### config.mk
export PLATFORM = sky130hd
export DESIGN_NAME = class_argmax
export DESIGN_NICKNAME = d
export VERILOG_FILES = /design/src/rtl/class_argmax.sv
export SDC_FILE = /design/constraint.sdc
export NUM_CORES = 1
export LEC_CHECK = 0
export BUFFER_PORTS_ARGS = -buffer_cell sky130_fd_sc_hd__buf_2
export CAP_MARGIN = 20
export CELL_PAD_IN_SITES_DETAIL_PLACEMENT = 1
export CELL_PAD_IN_SITES_GLOBAL_PLACEMENT = 1
export CORE_MARGIN = 1
export CORE_UTILIZATION = 40
export CTS_BUF_LIST = sky130_fd_sc_hd__clkbuf_4 sky130_fd_sc_hd__clkbuf_8
export CTS_CLUSTER_SIZE = 40
export DETAILED_ROUTE_END_ITERATION = 10
export GPL_TIMING_DRIVEN = 0
export HOLD_SLACK_MARGIN = 0.1
export PLACE_DENSITY = 0.76
export SLEW_MARGIN = 30
export SYNTH_ARGS = -nofsm -noshare
export SYNTH_HDL_FRONTEND = slang
export SYNTH_SLANG_ARGS = --single-unit
### constraint.sdc
create_clock -name clk -period 6.6 [get_ports clk]
set_clock_uncertainty 0.2 [all_clocks]
set_input_delay 0 -clock clk [delete_from_list [all_inputs] [get_ports clk]]
set_output_delay 0 -clock clk [all_outputs]
set_load 0.02 [all_outputs]
### src/rtl/class_argmax.sv
// Streaming argmax over an N_CLASS logit burst: tracks top-1/top-2 on the fly and
// publishes class index, score and top-1/top-2 margin when the burst ends.
module class_argmax #(
  parameter int N_CLASS = 11,
  parameter int DW      = 16,
  parameter int IDXW    = 4
) (
  input  logic            clk,
  input  logic            rst_n,
  input  logic [DW-1:0]   din,
  input  logic            din_vld,
  output logic [IDXW-1:0] class_idx,
  output logic [DW-1:0]   class_score,
  output logic [DW:0]     margin,
  output logic            result_vld,
  output logic            frame_err,
  output logic [15:0]     frame_cnt
);

  typedef enum logic [1:0] {WAIT_LOW, IDLE, ACC} state_t;

  localparam logic [IDXW-1:0]   CNT_FULL = IDXW'(N_CLASS);
  localparam logic [IDXW-1:0]   CNT_MAX  = '1;
  localparam logic [DW-1:0]     MOST_NEG = {1'b1, {(DW-1){1'b0}}};

  state_t                 state;
  logic [IDXW-1:0]        cnt;
  logic signed [DW-1:0]   best;
  logic signed [DW-1:0]   second;
  logic [IDXW-1:0]        best_idx;

  logic signed [DW-1:0]   din_s;
  logic signed [DW:0]     diff;

  assign din_s = din;
  // best >= second always holds, so the sign-extended difference is non-negative
  assign diff  = {best[DW-1], best} - {second[DW-1], second};

  always_ff @(posedge clk or negedge rst_n) begin
    if (!rst_n) begin
      state       <= WAIT_LOW;
      cnt         <= '0;
      best        <= '0;
      second      <= '0;
      best_idx    <= '0;
      class_idx   <= '0;
      class_score <= '0;
      margin      <= '0;
      result_vld  <= 1'b0;
      frame_err   <= 1'b0;
      frame_cnt   <= '0;
    end else begin
      result_vld <= 1'b0;
      frame_err  <= 1'b0;
      case (state)
        WAIT_LOW: begin
          // a burst already running when reset lifted must not be classified
          if (!din_vld) state <= IDLE;
        end
        IDLE: begin
          if (din_vld) begin
            state    <= ACC;
            best     <= din_s;
            best_idx <= '0;
            second   <= MOST_NEG;
            cnt      <= IDXW'(1);
          end
        end
        ACC: begin
          if (din_vld) begin
            if (cnt < CNT_FULL) begin
              // strict compares keep the lower index on ties
              if (din_s > best) begin
                second   <= best;
                best     <= din_s;
                best_idx <= cnt;
              end else if (din_s > second) begin
                second <= din_s;
              end
            end
            if (cnt != CNT_MAX) cnt <= cnt + 1'b1;
          end else begin
            state <= IDLE;
            if (cnt == CNT_FULL) begin
              class_idx   <= best_idx;
              class_score <= best;
              margin      <= diff;
              result_vld  <= 1'b1;
              frame_cnt   <= frame_cnt + 16'd1;
            end else begin
              frame_err <= 1'b1;
            end
          end
        end
        default: state <= WAIT_LOW;
      endcase
    end
  end

endmodule

Word-level counts from Yosys, hierarchy flattened. Cells that the tools add are included.

Register bits: 97. Input port bits: 19. Output and inout port bits: 55. Word-level logic and storage cells: 66.

Add/subtract/negate cells: 3. Order comparisons: 3. Equal/unequal tests: 11. Mux-type cells: 29. Bitwise operators: 1. Reduce and logical (&&, ||, !) cells: 8.

Operator list (number): $mux 16 (9); $pmux 16 s2 (2); $gt 16x16->1 (2); $mux 4 (7); $sub 16x16->17 (1); $add 16x1->16 const B (1); $pmux 4 s2 (2); $ne 2x2->1 const B (6); $reduce_and 5->1 (2); $mux 1 (6); $add 4x1->4 const B (1); $eq 4x4->1 const B (1); $lt 4x4->1 const B (1); $mux 2 (2); $ne 4x4->1 const B (1); $pmux 2 s2 (1); $reduce_and 4->1 (1); $ne 3x3->1 const B (1); $reduce_and 3->1 (1); $eq 2x1->1 const B (1); $eq 2x2->1 const B (1); $logic_not 2->1 (1); $reduce_and 2->1 (1); $reduce_bool 2->1 (1); other kinds (2) (2).

Longest topological paths before layout. Gate-level depths: netlist of the first run.

Depth after elaboration: 6. Gate-level depth with buffers: 11. Depth with buffers taken out: 11.

Least setup slack after synthesis of the first run. OpenSTA, ideal clock, no wires.

Path kind: reg2reg. Start point: register best[0]. End point: register margin[16]. Setup time: 0.121 ns. Data arrival time: 2.403 ns. Data required time: 6.279 ns. Slack: 3.876 ns. Cell stages (with the launch flop): 12. Path buffers: 0. Clock period less this slack: 2.724 ns. Path through: dfrtp_1 -> inv_1 -> ha_1 -> fa_1 -> nand2b_1 -> a21boi_0 -> o21ai_0 -> a311o_1 -> a21oi_1 -> o21a_1 -> nor4_1 -> o22a_1.

Longest elaborated chain between the ends: 1.

RTL lines: start, declared (RTL line 28) `logic signed [DW-1:0] best;`; start signal, assigned (RTL line 63) `best <= din_s;`; start signal, assigned (RTL line 75) `best <= din_s;`; $sub 16x16->17 (RTL line 37) `assign diff = {best[DW-1], best} - {second[DW-1], second};`; end signal, assigned (RTL line 87) `margin <= diff;`; end, declared (RTL line 14) `output logic [DW:0] margin,`.

Every way passes these cells. A chain may end at the register's enable or synchronous reset.

Final worst setup path of the first run. Ends and elaborated chain as after synthesis.

==> impl_metrics.toml, run 1 <==
[synth]
syn_nets = 630
synth-edff-count = 0
avgSynthCellArea_um2 = 9.84
ys_ff_latch = 97
yosys_warnings = 0
ys_types = 58
yosysSeqAreaShare_pct = 44.0
syn_inst = 560
synth_area_leaders = "dfrtp_1 44%, ha_1 11%, nand2_1 6.9%"
synthArstFlopShare_pct = 100
synth_top_area_cell = "dfrtp_1"
synth_area_mm2 = 0.00551
synthDominantCellAreaShare_pct = 44.0
ys.flop_type = "dfrtp_1"

[routing]
top_layer = "met4"
met2WireLength_mm = 7.53
routed_wl_mm = 15.1
first_pass_iters = 4
dr_wl_met3_um = 419
drcViolationCount = 0
ant_nets = 0
routedWlPerCell_um = 17.9
drt_iter0_drc = 169
vias = 4516
met1_length_mm = 6.85
viasPerCell = 5.34

[clocking]
cts_buffer_depth = 2
cts_tree = "done"
htreeDepth = 3
clock-root-buffer = "clkbuf_8"
path_clk_slew_ns = 0.10
clock_latency_ns = 0.39
cts_buffers = 9
cts_num_sinks = 97

[timing]
hold_viol = 0
fmax_mhz = 303
period_needed_ns = 3.30
fin_setup_tns_ns = 0
maxSlewViolCount = 0
worst_slew_pin_slew_ns = 0.750
setup_ws_ns = 3.30
grt_setup_unrepaired = "false"
relSlewSlack_pct = 50.0
report.final.setup_viol = 0
period_share_pct = 50.0

[worst_setup_path]
cp_max_fo = 4
worstSetupPathType = "flip-flop to flip-flop"
cp_num_buf_inv = 1
cpMaxStageDelayCell = "a311o_1"
cp_cell_sequence = "inv_1, ha_1, fa_1, nand2b_1, a21boi_0, o21ai_0, a311o_1, a21oi_1, o21a_1, nor4_1, o22a_1"
critPathArrivalTime_ns = 3.38
crit_path_max_incr_delay_ns = 0.44
start_kind = "flip-flop"
cp_top_family = "compound AO/OA/AOI/OAI gates"
crit_path_end_kind = "flip-flop"
crit_required_ns = 6.68

[global_route]
grt_max_degree = 51
globalRouteOverflowTotal = 0
grt_pass1_vias = 4972
grt_pass1_wl_mm = 25.2
antenna_found_initial = 0
track_usage_pct = 22.9

[run_status]
status = "completed"

[final_layout]
layout_common_cells = "102 x nand2_1, 97 x dfrtp_1, 75 x buf_2"
mostFrequentLayoutCell = "nand2_1"
final_util_pct = 49.1
syn_to_final_growth_pct = 18.8
nets = 734
diodes = 0
drive_gt1_share_pct = 18.4

[die]
io_pins = 74
die-area_mm2 = 0.0143
start_util_pct = 41.3
row_count = 42
die_w_um = 119
die_h_um = 119
core_area_mm2 = 0.0133

[power]
power_density_mw_per_mm2 = 331
leakage_nw = 3.24
max-vdd-ir-drop_mv = 0.147

[placement]
globalplace.congestion = 0.825
pre_cts_ws_ns = 3.35
port_buffers = 72
dp_hpwl_mm = 11.3

[hold_path]
hold_path_class = "input pin to flip-flop"

[run]
drv_cap = 0
==> cells in the mapped netlist (all sizes together) (9+ instances only) <==
library cell,count
a21oi,24
a32o,16
clkbuf,10
dfrtp,97
ha,50
inv,43
mux2,16
nand2,102
nand3,20
nor2,16
nor2b,9
o21ai,44
xnor2,19
==> power by group <==
group          switching (mW)  internal, mW
registers              0.0583         0.679
clock network           0.229         0.186
logic                   0.571         0.442
==> per-layer routing <==
metal  vias to the layer above  global-route usage, %
met3                        21                   3.07
met1                      2265                   28.5
li1                       2154                      -
met5                         -                      0
met4                         0                   9.06
met2                        76                   40.1
==> worst reg2reg max path, cell delays in order (launching register included) <==
cell and delay [ns]:
dfrtp_1 0.39, inv_1 0.09, ha_1 0.25, fa_1 0.41, nand2b_1 0.16, a21boi_0 0.23, o21ai_0 0.28, a311o_1 0.44
a21oi_1 0.22, o21a_1 0.25, nor4_1 0.07, o22a_1 0.19
==> sequential cells by signal (all words and copies together), names as in the netlist <==
register     cells
state            2
frame_err        1
best            16
class_idx        4
best_idx         4
frame_cnt       16
cnt              4
margin          17
class_score     16
result_vld       1
second          16
==> cell type report <==
| type | instances | area (um2) |
|---|---|---|
| Fill cell | 1538 | 6800 |
| Multi-Input combinational cell | 402 | 2820 |
| Sequential cell | 97 | 2430 |
| Timing Repair Buffer | 93 | 612 |
| Tap cell | 176 | 220 |
| Inverter | 43 | 161 |
| Clock buffer | 10 | 138 |
| Buffer | 18 | 101 |
| Clock inverter | 6 | 66.3 |
==> kinds of logic after synthesis <==
kind of cell               count (synthesis)  share of synthesized area [%]
buffers and inverters                     61                           4.77
AOI/OAI and AO/OA                        127                           15.7
adders and majority gates                 51                           11.7
xor gates and xnor gates                  27                           4.29
DFF                                       97                           44.0
and+or+nand+nor                          179                           14.9
muxes                                     18                           4.65
==> final timing paths <==
path,from,end,slack (ns),cells after the start
hold / removal,din_vld,state[0],0.20,3
setup / recovery,best[0],margin[16],3.30,11
setup reg to reg,best[0],margin[16],3.30,11
min in group asynchronous,rst_n,margin[12],0.48,4
max in group asynchronous,rst_n,cnt[2],5.45,4
hold reg to reg,margin[8],margin[8],0.28,2
==> timing repair <==
action / 4_1_cts / 5_1_grt
setup buffers: 0 / 0
hold buffers: 20 / 0
resized for setup: 0 / 0
setup endpoints to repair: 0 / 0
hold endpoints to repair: 137 / 0
==> metrics by stage <==
stage	area (um2)	power (mW)	hold slack (ns)	instances
global route	6550	2.32	0.205	845
finish	6550	2.17	0.196	845
global placement	6090	1.68	0.0242	808
CTS	6550	2.18	0.185	845
detailed placement	6130	1.74	-0.232	809
floorplan	5510	1.48	-0.496	560
No activity file was read; power rests on OpenSTA's default activity.
==> inputs of run 2 (changes only) <==
--- a/config.mk
+++ b/config.mk
@@ -16,7 +16,7 @@
 export DETAILED_ROUTE_END_ITERATION = 10
 export GPL_TIMING_DRIVEN = 0
 export HOLD_SLACK_MARGIN = 0.1
-export PLACE_DENSITY = 0.76
+export PLACE_DENSITY = 0.78
 export SLEW_MARGIN = 30
 export SYNTH_ARGS = -nofsm -noshare
 export SYNTH_HDL_FRONTEND = slang
==> constraint.sdc (replaced) <==
create_clock -name clk -period 2.8 [get_ports clk]
set_clock_uncertainty 0.2 [all_clocks]
set_input_delay 0 -clock clk [delete_from_list [all_inputs] [get_ports clk]]
set_output_delay 0 -clock clk [all_outputs]
set_load 0.02 [all_outputs]
==> run 2 against run 1 <==
  * Highest routed layer unchanged
  * Sequential share of layout area fell by 2.8 points
  * The flow now finishes with violations (setup timing)
  * Hold slack got worse by 0.022 ns
  * Clock-buffer cell count rose by 3
==> impl_metrics.toml, run 2 (synthesis gave the netlist of run 1 again) <==
[run_status]
status = "finished with violations"
failed_checks = "setup timing"

[final_layout]
final_cell_area_mm2 = 0.00709
top_register = "margin"
layout_common_cells = "97 x nand2_1, 96 x dfrtp_1, 72 x buf_2"
diodes = 0
largest_reg_flops = 17
drive_gt1_share_pct = 27.9
syn_to_final_growth_pct = 28.7
nets = 767
mostFrequentLayoutCell = "nand2_1"

[timing]
grt_setup_unrepaired = "true"
report.final.setup_viol = 32
setup_ws_ns = -0.112
maxSlewViolCount = 0
period_share_pct = 104
hold_viol = 0
relSlewSlack_pct = 50.1
worst_slew_pin_slew_ns = 0.748
period_needed_ns = 2.91
fmax_mhz = 343

[clocking]
htreeDepth = 3
clock-root-buffer = "clkbuf_8"
clock_latency_ns = 0.39
path_clk_slew_ns = 0.10
cts_buffers = 9
cts_tree = "done"
cts_buffer_depth = 2
cts_num_sinks = 97

[global_route]
grt_pass1_wl_mm = 25.5
grt_pass1_vias = 4995
grt_max_degree = 62
antenna_found_initial = 0
track_usage_pct = 23.2
globalRouteOverflowTotal = 0

[worst_setup_path]
r2r-end = "best[1]"
critPathArrivalTime_ns = 2.99
r2r_cells = 11
worstSetupPathType = "flip-flop to flip-flop"
crit_required_ns = 2.88
crit_path_end_kind = "flip-flop"
rrSetupSlack_ns = -0.11
start_kind = "flip-flop"
regToRegStartpoint = "best[10]"
cp_max_fo = 5

[routing]
routed_wl_mm = 16.7
vias = 4719
drt_iter0_drc = 194
routedWlPerCell_um = 19.0
first_pass_iters = 4
ant_nets = 0
drcViolationCount = 0
viasPerCell = 5.37

[die]
io_pins = 74
die_w_um = 119
core_area_mm2 = 0.0133
start_util_pct = 41.3
row_count = 42
die_h_um = 119
die-area_mm2 = 0.0143

[run]
drv_cap = 0

[hold_path]
holdPathEnd = "state[0]"
whs_path_depth = 3
worstHoldStart = "din_vld"
hold_path_class = "input pin to flip-flop"

[placement]
pre_cts_ws_ns = -0.443
dp_hpwl_mm = 11.3
globalplace.congestion = 0.821
placedInstanceArea_mm2 = 0.00613
port_buffers = 72

[power]
power_density_mw_per_mm2 = 811
max-vdd-ir-drop_mv = 0.348
leakage_nw = 3.49
-- run 2: cell types whose count changed in the layout (fill, tap and decap cells not counted), sizes merged --
cell and delta:
buf +32, clkbuf +4, clkinvlp -3, bufinv +1, inv -1
-- run 2: what timing repair did --
| item | CTS | global route |
|---|---|---|
| buffers inserted | 16 | 15 |
| hold endpoints to repair | 140 | 0 |
| pin swaps | 10 | 26 |
| setup endpoints to repair | 42 | 40 |
| hold buffers | 20 | 0 |
| gates resized for setup | 34 | 41 |
| cloned | 0 | 2 |
-- run 2: worst max path at each step --
stage | depth (start not counted) | slack, ns | endpoint | from
after floorplan | 11 | 0.08 | margin[16] | best[0]
after global placement | 11 | -0.35 | margin[16] | best[0]
after global routing | 11 | -0.18 | best[1] | best[15]
after detailed placement | 11 | -0.44 | margin[16] | best[0]
after CTS | 11 | -0.02 | best[4] | best[15]
final | 11 | -0.11 | best[1] | best[10]
-- run 2: cell type report --
class	instances	area (um2)
Clock buffer	13	154
Tap cell	176	220
Timing Repair Buffer	126	892
Inverter	43	161
Fill cell	1525	6260
Buffer	18	144
Multi-Input combinational cell	402	3030
Sequential cell	97	2430
Clock inverter	3	65.1
-- run 2: where the power goes --
part | internal (mW) | switching (mW) | total (mW)
combinational | 1.36 | 1.60 | 2.96
clock | 0.543 | 0.513 | 1.06
sequential | 1.60 | 0.136 | 1.74
total | 3.50 | 2.25 | 5.75
-- run 2: critical path, cell delays in order, from the launching register on --
cell	delay [ns]
dfrtp_1	0.42
inv_1	0.10
ha_1	0.29
nand2_1	0.05
or2_4	0.27
nor3_4	0.22
o21ai_4	0.13
a31o_4	0.25
and3_4	0.18
o21a_4	0.23
clkbuf_16	0.17
mux2_4	0.29
-- run 2: layer usage --
metal / part of all wire [%] / track usage [%]
met1: 43 / 28.3
met4: 2.0 / 9.22
met5: 0 / 0
met2: 52 / 41.2
met3: 3.0 / 3.21
-- run 2: metrics by stage --
step	utilization (%)	total power, mW	TNS [ns]	hold WS [ns]	std cells
3_3_place_gp	45.6	3.95	-11.25	0.0258	808
4_1_cts	51.0	5.41	-0.101	0.161	861
5_1_grt	53.1	6.10	-5.13	0.198	878
6_report	53.1	5.75	-2.40	0.174	878
3_5_place_dp	45.9	4.11	-14.03	-0.267	809
2_1_floorplan	-	3.48	0	-0.496	560
==> inputs of run 3 (changes only) <==
--- a/config.mk
+++ b/config.mk
@@ -16,7 +16,7 @@
 export DETAILED_ROUTE_END_ITERATION = 10
 export GPL_TIMING_DRIVEN = 0
 export HOLD_SLACK_MARGIN = 0.1
-export PLACE_DENSITY = 0.78
+export PLACE_DENSITY = 0.77
 export SLEW_MARGIN = 30
 export SYNTH_ARGS = -nofsm -noshare
 export SYNTH_HDL_FRONTEND = slang
==> run 3 against run 2 <==
  * The flow still finishes with violations (setup timing)
  * First-iteration DRC count rose by 9.3%
  * Combinational power is 6% higher
  * Critical path depth is 1 higher
  * Hold slack got worse by 0.00081 ns
  * Largest cell class unchanged
==> impl_metrics.toml, run 3 (synthesis gave the netlist of run 1 again) <==
[run_status]
status = "finished with violations"
failed_checks = "setup timing"

[worst_setup_path]
crit_path_end = "second[15]"
regToRegStartpoint = "second[4]"
worstSetupStartpoint = "second[4]"
crit_required_ns = 2.89
cp_max_fo = 8
r2r_cells = 12
worstSetupPathType = "flip-flop to flip-flop"
rrSetupSlack_ns = -0.23
crit_path_end_kind = "flip-flop"
start_kind = "flip-flop"
critPathArrivalTime_ns = 3.12
r2r-end = "second[15]"

[clocking]
htreeDepth = 3
clock_latency_ns = 0.40
cts_tree = "done"
clock-root-buffer = "clkbuf_8"
cts_buffer_depth = 2
cts_num_sinks = 97
cts_buffers = 9
path_clk_slew_ns = 0.10

[power]
power_density_mw_per_mm2 = 835
p_clk_share_pct = 19.4
max-vdd-ir-drop_mv = 0.345
leakage_nw = 3.53
power.share.sequential_pct = 28.8
p_int_mw = 3.66
comb_power_share_pct = 51.8
power.switching_mw = 2.38
switching_share_pct = 39.3

[timing]
grt_setup_unrepaired = "true"
fmax_mhz = 330
report.final.setup_viol = 30
worst_slew_pin_slew_ns = 0.699
maxSlewViolCount = 0
relSlewSlack_pct = 53.4
setup_ws_ns = -0.234
hold_viol = 0
period_needed_ns = 3.03
period_share_pct = 108

[placement]
dp_cells = 809
dp_hpwl_mm = 11.2
globalplace.congestion = 0.809
port_buffers = 72

[hold_path]
hold_path_class = "input pin to flip-flop"
whs_path_depth = 3

[routing]
drcViolationCount = 0
first_pass_iters = 4
vias = 4867
viasPerCell = 5.51
drt_iter0_drc = 212
ant_nets = 0
routedWlPerCell_um = 19.4
routed_wl_mm = 17.1

[global_route]
grt_max_degree = 64
antenna_found_initial = 0
globalRouteOverflowTotal = 0
grt_pass1_wl_mm = 26.0
grt_pass1_vias = 5074
track_usage_pct = 23.6

[final_layout]
syn_to_final_growth_pct = 31.2
finalNonFillerCells = 883
top_register = "margin"
mostFrequentLayoutCell = "dfrtp_1"
nets = 772
largest_reg_flops = 17
drive_gt1_share_pct = 30.0
final_util_pct = 54.2
layout_common_cells = "97 x dfrtp_1, 88 x nand2_1, 72 x buf_2"
diodes = 0

[die]
die_w_um = 119
core_area_mm2 = 0.0133
die_h_um = 119
io_pins = 74
die-area_mm2 = 0.0143
row_count = 42
start_util_pct = 41.3

[run]
drv_cap = 0
==> run 3: cell count changes in the layout (fill, tap and decap cells not counted), moves of 2 or more <==
cell,before,now
o21ai_0,36,38
buf_6,9,12
clkbuf_4,4,1
clkbuf_2,2,0
nand2_2,5,13
a21oi_2,1,3
a21oi_1,23,21
clkinv_4,0,2
ha_4,4,7
ha_1,45,43
nand2_1,97,88
buf_4,27,29
==> run 3: metal layers <==
metal,part of all wire (%),track usage (%)
met1,42,29.9
met2,51,40.2
met5,0,0
met3,3.7,3.11
met4,3.8,10.2
==> run 3: how the worst min path moves through the flow <==
stage,startpoint,slack (ns),endpoint
finish,din_vld,0.17,state[0]
detailed placement,rst_n,-0.29,margin[7]
global placement,din_vld,0.03,state[0]
global route,din_vld,0.19,state[0]
floorplan,rst_n,-0.50,best[0]
CTS,din_vld,0.16,state[0]
==> run 3: final cells by class <==
| class | count | area, um2 |
|---|---|---|
| Multi-Input combinational cell | 402 | 3080 |
| Fill cell | 1521 | 6120 |
| Clock inverter | 6 | 115 |
| Inverter | 43 | 161 |
| Sequential cell | 97 | 2430 |
| Tap cell | 176 | 220 |
| Clock buffer | 10 | 138 |
| Timing Repair Buffer | 131 | 937 |
| Buffer | 18 | 149 |
==> run 3: power by group through the flow <==
stage | Clock (mW) | Combinational, mW | Sequential [mW]
3_3_place_gp | 0 | 2.21 | 1.75
6_report | 1.17 | 3.13 | 1.74
5_1_grt | 1.23 | 3.40 | 1.76
3_5_place_dp | 0 | 2.36 | 1.77
2_1_floorplan | 0 | 1.75 | 1.73
4_1_cts | 1.18 | 2.68 | 1.72
==> run 3: timing repair <==
item	in CTS	in global routing
endpoints found under the setup margin	42	42
buffers inserted	21	15
pin swaps	12	24
endpoints found under the hold margin	140	0
hold buffers	20	0
gates cloned	1	1
gates resized for setup	35	51
==> run 3: per-stage QoR <==
stage               instance area (um2)  setup TNS [ns]  worst slack, ns  total power [mW]  hold WS [ns]
floorplan                          5510               0           0.0762              3.48        -0.496
global placement                   6090          -10.09           -0.375              3.96        0.0267
detailed placement                 6130          -11.10           -0.448              4.13        -0.287
CTS                                6880          -0.184          -0.0270              5.58         0.164
global route                       7230           -5.02           -0.304              6.39         0.190
finish                             7230           -2.64           -0.234              6.04         0.173
==> run 3: critical path, stage by stage (launching register included) <==
cell and delay (ns):
dfrtp_1 0.34, inv_1 0.08, ha_1 0.33, nand3_1 0.13, o21bai_1 0.19, a21boi_0 0.22
o21ai_0 0.17, a32o_2 0.40, a31oi_4 0.19, buf_4 0.14, buf_6 0.12, o21ai_0 0.09
a32oi_1 0.32
